## config.mk

```make
export PLATFORM = sky130hd
export DESIGN_NAME = ysyx_22040228_mcsr_trap
export DESIGN_NICKNAME = d
export VERILOG_FILES = /design/src/rtl/ysyx_22040228_mcsr_trap.sv
export SDC_FILE = /design/constraint.sdc
export NUM_CORES = 2
export LEC_CHECK = 0
export ABC_AREA = 0
export CAP_MARGIN = 20
export CORE_MARGIN = 1.5
export CORE_UTILIZATION = 45
export CTS_CLUSTER_DIAMETER = 100
export CTS_CLUSTER_SIZE = 10
export DETAILED_ROUTE_END_ITERATION = 12
export PLACE_DENSITY = 0.75
export SYNTH_ARGS = -nofsm -noshare
export SYNTH_HDL_FRONTEND = slang
export SYNTH_SLANG_ARGS = --single-unit
```

## constraint.sdc

```tcl
create_clock -name clk -period 44.3 [get_ports clk]
set_input_delay 13.29 -clock clk [delete_from_list [all_inputs] [get_ports clk]]
set_output_delay 13.29 -clock clk [all_outputs]
set_load 0.01 [all_outputs]
```

## src/rtl/ysyx_22040228_mcsr_trap.sv

```systemverilog
// Machine-mode CSR file with trap/interrupt arbitration and a one-cycle fetch redirect.
// Optional macro YSYX_22040228_CSR_VECTOR_EN enables vectored interrupt targets via mtvec[1:0].
module ysyx_22040228_mcsr_trap #(
  parameter int XLEN     = 64,
  parameter int CNT_W    = 64,
  parameter int NUM_LIRQ = 4
) (
  input  logic                clk,
  input  logic                rst,
  input  logic                csr_rd_en,
  input  logic                csr_wr_en,
  input  logic [11:0]         csr_idx,
  input  logic [XLEN-1:0]     csr_wdata,
  output logic [XLEN-1:0]     csr_rdata,
  output logic                csr_illegal,
  input  logic                commit_valid,
  input  logic [XLEN-1:0]     commit_pc,
  input  logic                ex_stall,
  input  logic                exc_valid,
  input  logic [XLEN-1:0]     exc_cause,
  input  logic [XLEN-1:0]     exc_tval,
  input  logic                mret_valid,
  input  logic                instret_inc,
  input  logic                msip_i,
  input  logic                mtip_i,
  input  logic                meip_i,
  input  logic [NUM_LIRQ-1:0] lirq_i,
  output logic                irq_pending,
  output logic                redirect_valid,
  output logic [XLEN-1:0]     redirect_pc
);

  localparam logic [11:0] A_MSTATUS  = 12'h300;
  localparam logic [11:0] A_MIE      = 12'h304;
  localparam logic [11:0] A_MTVEC    = 12'h305;
  localparam logic [11:0] A_MSCRATCH = 12'h340;
  localparam logic [11:0] A_MEPC     = 12'h341;
  localparam logic [11:0] A_MCAUSE   = 12'h342;
  localparam logic [11:0] A_MTVAL    = 12'h343;
  localparam logic [11:0] A_MIP      = 12'h344;
  localparam logic [11:0] A_MCYCLE   = 12'hB00;
  localparam logic [11:0] A_MINSTRET = 12'hB02;

  logic            st_mie, st_mpie;
  logic [1:0]      st_mpp, st_fs;
  logic [XLEN-1:0] mie_q, mtvec_q, mscratch_q, mepc_q, mcause_q, mtval_q, mip_q;
  logic [CNT_W-1:0] mcycle_q, minstret_q;

  logic [XLEN-1:0] mstatus_val, rdata_mux, mip_d, pend_vec, irq_cause;
  logic [XLEN-1:0] mtvec_wr, trap_base, trap_target;
  logic [4:0]      irq_code;
  logic            csr_hit, take, trap_exc, trap_irq, do_mret, wr_ok;

  always_comb begin
    mstatus_val          = '0;
    mstatus_val[3]       = st_mie;
    mstatus_val[7]       = st_mpie;
    mstatus_val[12:11]   = st_mpp;
    mstatus_val[14:13]   = st_fs;
    mstatus_val[XLEN-1]  = (st_fs == 2'b11);
  end

  always_comb begin
    csr_hit   = 1'b1;
    rdata_mux = '0;
    case (csr_idx)
      A_MSTATUS:  rdata_mux = mstatus_val;
      A_MIE:      rdata_mux = mie_q;
      A_MTVEC:    rdata_mux = mtvec_q;
      A_MSCRATCH: rdata_mux = mscratch_q;
      A_MEPC:     rdata_mux = mepc_q;
      A_MCAUSE:   rdata_mux = mcause_q;
      A_MTVAL:    rdata_mux = mtval_q;
      A_MIP:      rdata_mux = mip_q;
      A_MCYCLE:   rdata_mux = XLEN'(mcycle_q);
      A_MINSTRET: rdata_mux = XLEN'(minstret_q);
      default:    csr_hit   = 1'b0;
    endcase
  end

  assign csr_rdata   = rdata_mux;
  assign csr_illegal = (csr_rd_en | csr_wr_en) & ~csr_hit;

  always_comb begin
    mip_d                  = '0;
    mip_d[3]               = msip_i;
    mip_d[7]               = mtip_i;
    mip_d[11]              = meip_i;
    mip_d[16 +: NUM_LIRQ]  = lirq_i;
  end

  assign pend_vec    = mip_q & mie_q;
  assign irq_pending = st_mie & (|pend_vec);

  // Scan from lowest to highest priority so the last match wins.
  always_comb begin
    irq_code = 5'd0;
    for (int i = NUM_LIRQ - 1; i >= 0; i--)
      if (pend_vec[16+i]) irq_code = 5'(16 + i);
    if (pend_vec[7])  irq_code = 5'd7;
    if (pend_vec[3])  irq_code = 5'd3;
    if (pend_vec[11]) irq_code = 5'd11;
    irq_cause         = XLEN'(irq_code);
    irq_cause[XLEN-1] = 1'b1;
  end

  assign take     = commit_valid & ~ex_stall & (exc_valid | irq_pending | mret_valid);
  assign trap_exc = take & exc_valid;
  assign trap_irq = take & ~exc_valid & irq_pending;
  assign do_mret  = take & ~exc_valid & ~irq_pending & mret_valid;
  assign wr_ok    = csr_wr_en & ~ex_stall & ~(commit_valid & (exc_valid | irq_pending));

  assign trap_base = mtvec_q & ~XLEN'(3);

`ifdef YSYX_22040228_CSR_VECTOR_EN
  assign mtvec_wr    = {csr_wdata[XLEN-1:2], csr_wdata[1] ? 2'b00 : csr_wdata[1:0]};
  assign trap_target = (trap_irq && mtvec_q[1:0] == 2'b01) ?
                       trap_base + (XLEN'(irq_code) << 2) : trap_base;
`else
  assign mtvec_wr    = csr_wdata & ~XLEN'(3);
  assign trap_target = trap_base;
`endif

  always_ff @(posedge clk or posedge rst) begin
    if (rst) begin
      st_mie         <= 1'b0;
      st_mpie        <= 1'b0;
      st_mpp         <= 2'b11;
      st_fs          <= 2'b00;
      mie_q          <= '0;
      mtvec_q        <= '0;
      mscratch_q     <= '0;
      mepc_q         <= '0;
      mcause_q       <= '0;
      mtval_q        <= '0;
      mip_q          <= '0;
      redirect_valid <= 1'b0;
      redirect_pc    <= '0;
    end else begin
      mip_q <= mip_d;
      if (wr_ok) begin
        case (csr_idx)
          A_MSTATUS: begin
            st_mie  <= csr_wdata[3];
            st_mpie <= csr_wdata[7];
            st_mpp  <= csr_wdata[12:11];
            st_fs   <= csr_wdata[14:13];
          end
          A_MIE:      mie_q      <= csr_wdata;
          A_MTVEC:    mtvec_q    <= mtvec_wr;
          A_MSCRATCH: mscratch_q <= csr_wdata;
          A_MEPC:     mepc_q     <= csr_wdata & ~XLEN'(3);
          A_MCAUSE:   mcause_q   <= csr_wdata;
          A_MTVAL:    mtval_q    <= csr_wdata;
          default: ;
        endcase
      end
      // Trap/mret updates come last so they override a concurrent mstatus write.
      if (trap_exc | trap_irq) begin
        mepc_q   <= commit_pc & ~XLEN'(3);
        mcause_q <= trap_exc ? exc_cause : irq_cause;
        mtval_q  <= trap_exc ? exc_tval : '0;
        st_mpie  <= st_mie;
        st_mie   <= 1'b0;
        st_mpp   <= 2'b11;
      end else if (do_mret) begin
        st_mie  <= st_mpie;
        st_mpie <= 1'b1;
        st_mpp  <= 2'b00;
      end
      redirect_valid <= take;
      if (take) redirect_pc <= do_mret ? mepc_q : trap_target;
    end
  end

  always_ff @(posedge clk or posedge rst) begin
    if (rst) begin
      mcycle_q   <= '0;
      minstret_q <= '0;
    end else begin
      if (wr_ok && csr_idx == A_MCYCLE) mcycle_q <= csr_wdata[CNT_W-1:0];
      else                              mcycle_q <= mcycle_q + CNT_W'(1);
      if (wr_ok && csr_idx == A_MINSTRET)   minstret_q <= csr_wdata[CNT_W-1:0];
      else if (instret_inc && !ex_stall)    minstret_q <= minstret_q + CNT_W'(1);
    end
  end

endmodule

```

Word level (Yosys, flattened, before mapping):

Cells that the tools add are included.
Widths: inputs -> output; s select.

* add/sub/neg operators: 2
* multipliers: 0
* divide/modulo/power cells: 0
* magnitude comparators: 0
* equality and inequality tests: 11
* shift-type cells: 0
* multiplexer cells: 36
* bitwise gates (word level): 22
* reduce and logical (&&, ||, !) cells: 21

Operator list (number)
* $mux 64: 15
* $pmux 64 s10: 1
* $add 64x1->64 const B: 2
* $eq 12x10->1 const B: 8
* $and 20x64->64: 1
* $reduce_or 64->1: 1
* $mux 5: 7
* $eq 12x12->1 const B: 2
* $reduce_and 2->1: 8
* $and 1x1->1: 12
* $reduce_bool 2->1: 5
* $reduce_or 10->1: 1
* $mux 1: 9
* $mux 2: 4
* $reduce_bool 3->1: 2
* $not 1->1: 5
* $or 1x1->1: 4
* $logic_and 1x1->1: 3
* $eq 2x2->1 const B: 1
* $logic_not 1->1: 1

* flip-flop bits (word level): 588
* latch bits: 0
* bits in writable memories: 0
* memory bits (read-only): 0
* output and inout port bits: 131
* word-level logic and storage cells: 107
* memories kept: 0

Depth between registers and ports, before layout:

* depth after elaboration: 11
* mapped depth: 10

Worst setup path after synthesis:

No wires, ideal clock.

* path kind: input to output
* start point: input csr_idx[5]
* end point: output csr_rdata[25]
* data arrival time: 15.139 ns
* data required time: 31.010 ns
* path slack: 15.871 ns
* cell stages on the path: 9
* path buffers: 4
* cell sequence: nor4b_2 and3_1 clkbuf_1 and2_1 clkbuf_1 clkbuf_1 clkbuf_1 a222oi_1 nand3_1

* longest elaborated chain between the ends: 2

RTL lines
* start, declared: line 12 `input logic [11:0] csr_idx,`
* $eq 12x12->1 / $eq 12x10->1 (equally long branches): line 66 `case (csr_idx)`
* $pmux 64 s10 *: line 66
* end, declared: line 14 `output logic [XLEN-1:0] csr_rdata,`

Every way passes the cells marked *; elsewhere a longest branch is shown, timed or not.

Final worst setup path:

* start point: input csr_idx[11]
* end point: output csr_rdata[22]

The elaborated chain is that of the path after synthesis.

==> impl_metrics.json <==
{
  "status": "finished, final reports clean",
  "syn_to_final_growth_pct": 22.6,
  "r2r_slack_ns": 40.15,
  "grt_start_max_net_pins": 163,
  "antenna_found_initial": 2,
  "drc": 0,
  "core_area_sq_um": 64200,
  "tightest_slew_ns": 1.14,
  "ys_ff_latch": 584,
  "crit_required_ns": 31.01,
  "cts_resized": 0,
  "wl_um": 99100,
  "area.sequential_sq_um": 14600,
  "n_fill_cell": 5573,
  "combPwrFrac": 0.118,
  "holdCritPathClass": "reg -> reg",
  "drive_above_1_share": 0.109,
  "grt_pass1_vias": 25400,
  "setup.worst_path.start": "csr_idx[11]",
  "cts-root-buf": "clkbuf_16",
  "drv_slew": 0,
  "p_total_uw": 1300,
  "drt_iter0_markers": 3349,
  "synth_largest_area_cell": "dfrtp_1",
  "row_count": 93,
  "critPathArrivalTime_ns": 18.07,
  "cts_tree": "done",
  "max_freq_mhz": 31.9,
  "internal_power_uw": 957,
  "cts.sinks": 584,
  "crit_end": "csr_rdata[22]",
  "dp_hpwl_um": 64400,
  "nets": 3591,
  "wl_per_cell_um": 23.7,
  "rsz0062_at_grt": "no",
  "grt_pass1_wl_um": 153000,
  "clockBufferDepth": 3,
  "worstSetupEndpointType": "output pin",
  "yosysWarnings": 0,
  "yosys_most_used_dff": "dfrtp_1",
  "seq_power_share": 0.495,
  "routabilityCongestion": 0.901,
  "max-vdd-ir-drop_uv": 22.8,
  "hold_viol": 0,
  "cts_hold_buf": 0,
  "slew_headroom": 0.231,
  "drv_cap": 0,
  "dieArea_sq_um": 66300,
  "cts_max_level": 3,
  "synth_edf_count": 0,
  "async_flop_share": 1.00,
  "postSynthCellCount": 3013,
  "finalSetupTns_ns": 0,
  "initial_core_util": 0.454,
  "r2r_cells": 7,
  "drt_pass1_iterations": 9,
  "fp.dieH_um": 258,
  "rr_endpoint": "mtval_q[34]$_DFFE_PP0P_",
  "vias": 25900,
  "yosysSeqAreaShare": 0.501,
  "syn_area_per_cell_sq_um": 9.68,
  "synth_area_leaders": "dfrtp_1 (50%), mux2_2 (7.6%), nor2_1 (4.8%), nand2_1 (4.8%), a21oi_1 (4.6%)",
  "cts-buffers-inserted": 68,
  "r2r_start": "mie_q[19]$_DFFE_PP0P_",
  "synth_top_area_frac": 0.499,
  "io_pins": 415,
  "crit_type": "in -> out",
  "portBuffers": 410,
  "clkPwrFrac": 0.387,
  "clk_latency_ns": 0.60,
  "drtAntennaViolNets": 0,
  "period_minus_slack_ns": 31.36,
  "power.switching_uw": 341,
  "clkSlewWorstSetupHoldPaths_ns": 0.05,
  "sw_frac_of_total": 0.263,
  "dieWidth_um": 258,
  "grt-ovfl-total": 0,
  "via_per_inst": 6.22,
  "finClkSkew_ns": 0.0186,
  "fin_crit_sh": 0.708,
  "setup_viol": 0,
  "multi_input_area_sq_um": 13600,
  "syn_area_sq_um": 29200,
  "cts_setup_buffers": 0,
  "grt_usage": 0.294,
  "synth_cell_types": 64,
  "worstPathMaxFanout": 56,
  "leakagePower_uw": 0.0154,
  "cp-start-kind": "input pin",
  "cellPowerDensity_nw_per_um2": 36.3
}
[area by class of cell]
class / count / share of cell area
inverter: 27 / 0.00304
timing repair buffer: 453 / 0.125
tap: 855 / 0.0299
clock buffer: 78 / 0.0507
multi-input combinational: 2171 / 0.381
sequential: 584 / 0.409
antenna: 2 / 0.000140
clock inverter: 2 / 0.00108
[through the flow]
step / cells / util / setup slack (ns) / area (sq um) / hold slack, ns
3_5_place_dp: 4089 / 0.527 / 13.16 / 33900 / 0.469
6_report: 4172 / 0.557 / 12.94 / 35700 / 0.479
5_1_grt: 4171 / 0.557 / 12.85 / 35700 / 0.509
4_1_cts: 4169 / 0.556 / 13.15 / 35700 / 0.481
2_1_floorplan: 3014 / - / 14.67 / 29200 / 0.457
3_3_place_gp: 4089 / 0.527 / 13.16 / 33900 / 0.462
[worst min-delay path by stage]
stage / cells past startpoint / end / start / slack [ns]
floorplan: 2 / st_mpp[0]$_DFFE_PP1P_ / st_mpp[0]$_DFFE_PP1P_ / 0.46
finish: 2 / redirect_pc[53]$_DFFE_PP0N_ / redirect_pc[53]$_DFFE_PP0N_ / 0.48
global placement: 2 / redirect_pc[3]$_DFFE_PP0N_ / redirect_pc[3]$_DFFE_PP0N_ / 0.46
detailed placement: 2 / redirect_pc[53]$_DFFE_PP0N_ / redirect_pc[53]$_DFFE_PP0N_ / 0.47
CTS: 2 / redirect_pc[53]$_DFFE_PP0N_ / redirect_pc[53]$_DFFE_PP0N_ / 0.48
global route: 2 / redirect_pc[5]$_DFFE_PP0N_ / redirect_pc[5]$_DFFE_PP0N_ / 0.51
[sequential cells by signal, summed over array words and instances, names as in the netlist]
signal          flops
mepc_q             62
mtvec_q            62
mip_q               7
redirect_valid      1
st_mpie             1
mcycle_q           64
mtval_q            64
st_mpp              2
mcause_q           64
redirect_pc        62
mie_q              64
st_mie              1
mscratch_q         64
minstret_q         64
st_fs               2
[Yosys cell counts, drive strengths merged (2+ instances only)]
master     n
o21ai    125
and3      16
o31ai      3
a211oi     3
nand3    111
nor4      30
inv       27
buf       50
ha         2
a31oi     70
a21boi     2
or2        3
o2bb2ai    4
a22o      50
xor2      35
or3        6
nand2    370
nand2b     4
clkbuf   182
and2      13
nor4b      5
a32oi      3
dfrtp    582
a221oi     9
and4       8
nor2     372
nor2b      5
a22oi     81
nor3b      3
mux2     196
mux2i     76
a2bb2oi    2
nor3      37
o22ai      5
xnor2     87
nand4     39
or4        9
a21oi    266
dfstp      2
a222oi   108
[cell usage in the layout (no fill, tap or decap), types with 76 or more instances in the layout]
cell               n
a21oi_1          266
a222oi_1         108
a22oi_1           81
clkdlybuf4s50_1  410
dfrtp_1          582
mux2_2           196
mux2i_1           76
nand2_1          366
nand3_1          111
nor2_1           365
o21ai_0          125
xnor2_1           87
[worst max-delay path, cell delays in order]
cell             delay [ns]
clkdlybuf4s50_1        0.55
nor4b_2                0.32
buf_4                  0.69
nand3_1                0.55
nor2_4                 0.91
buf_4                  0.58
a222oi_1               0.21
nand3_1                0.29
clkdlybuf4s50_1        0.59
[cells by family after synthesis]
kind of cell	synth area share
other cells	0.000129
fa+ha+maj	0.000858
compound gates	0.166
flops	0.501
buf+inv	0.0357
mux	0.102
simple gates	0.158
xor+xnor	0.0366
[power by group through the flow]
stage                     registers [uW]  logic [uW]  clock network (uW)
final                                642         154                 503
after global routing                 648         172                 529
after CTS                            640         153                 508
after detailed placement             648         152                   0
after global placement               647         147                   0
after floorplan                      636        86.5                   0
[per-layer routing]
| metal | vias up | wire, um | GRT usage |
|---|---|---|---|
| met5 | - | 0 | 0 |
| met4 | 0 | 3180 | 0.108 |
| met3 | 197 | 8950 | 0.0493 |
| met2 | 1367 | 45000 | 0.454 |
| met1 | 12900 | 42000 | 0.417 |
| li1 | 11500 | - | - |
Note: power is estimated with default switching activity, not from simulation.
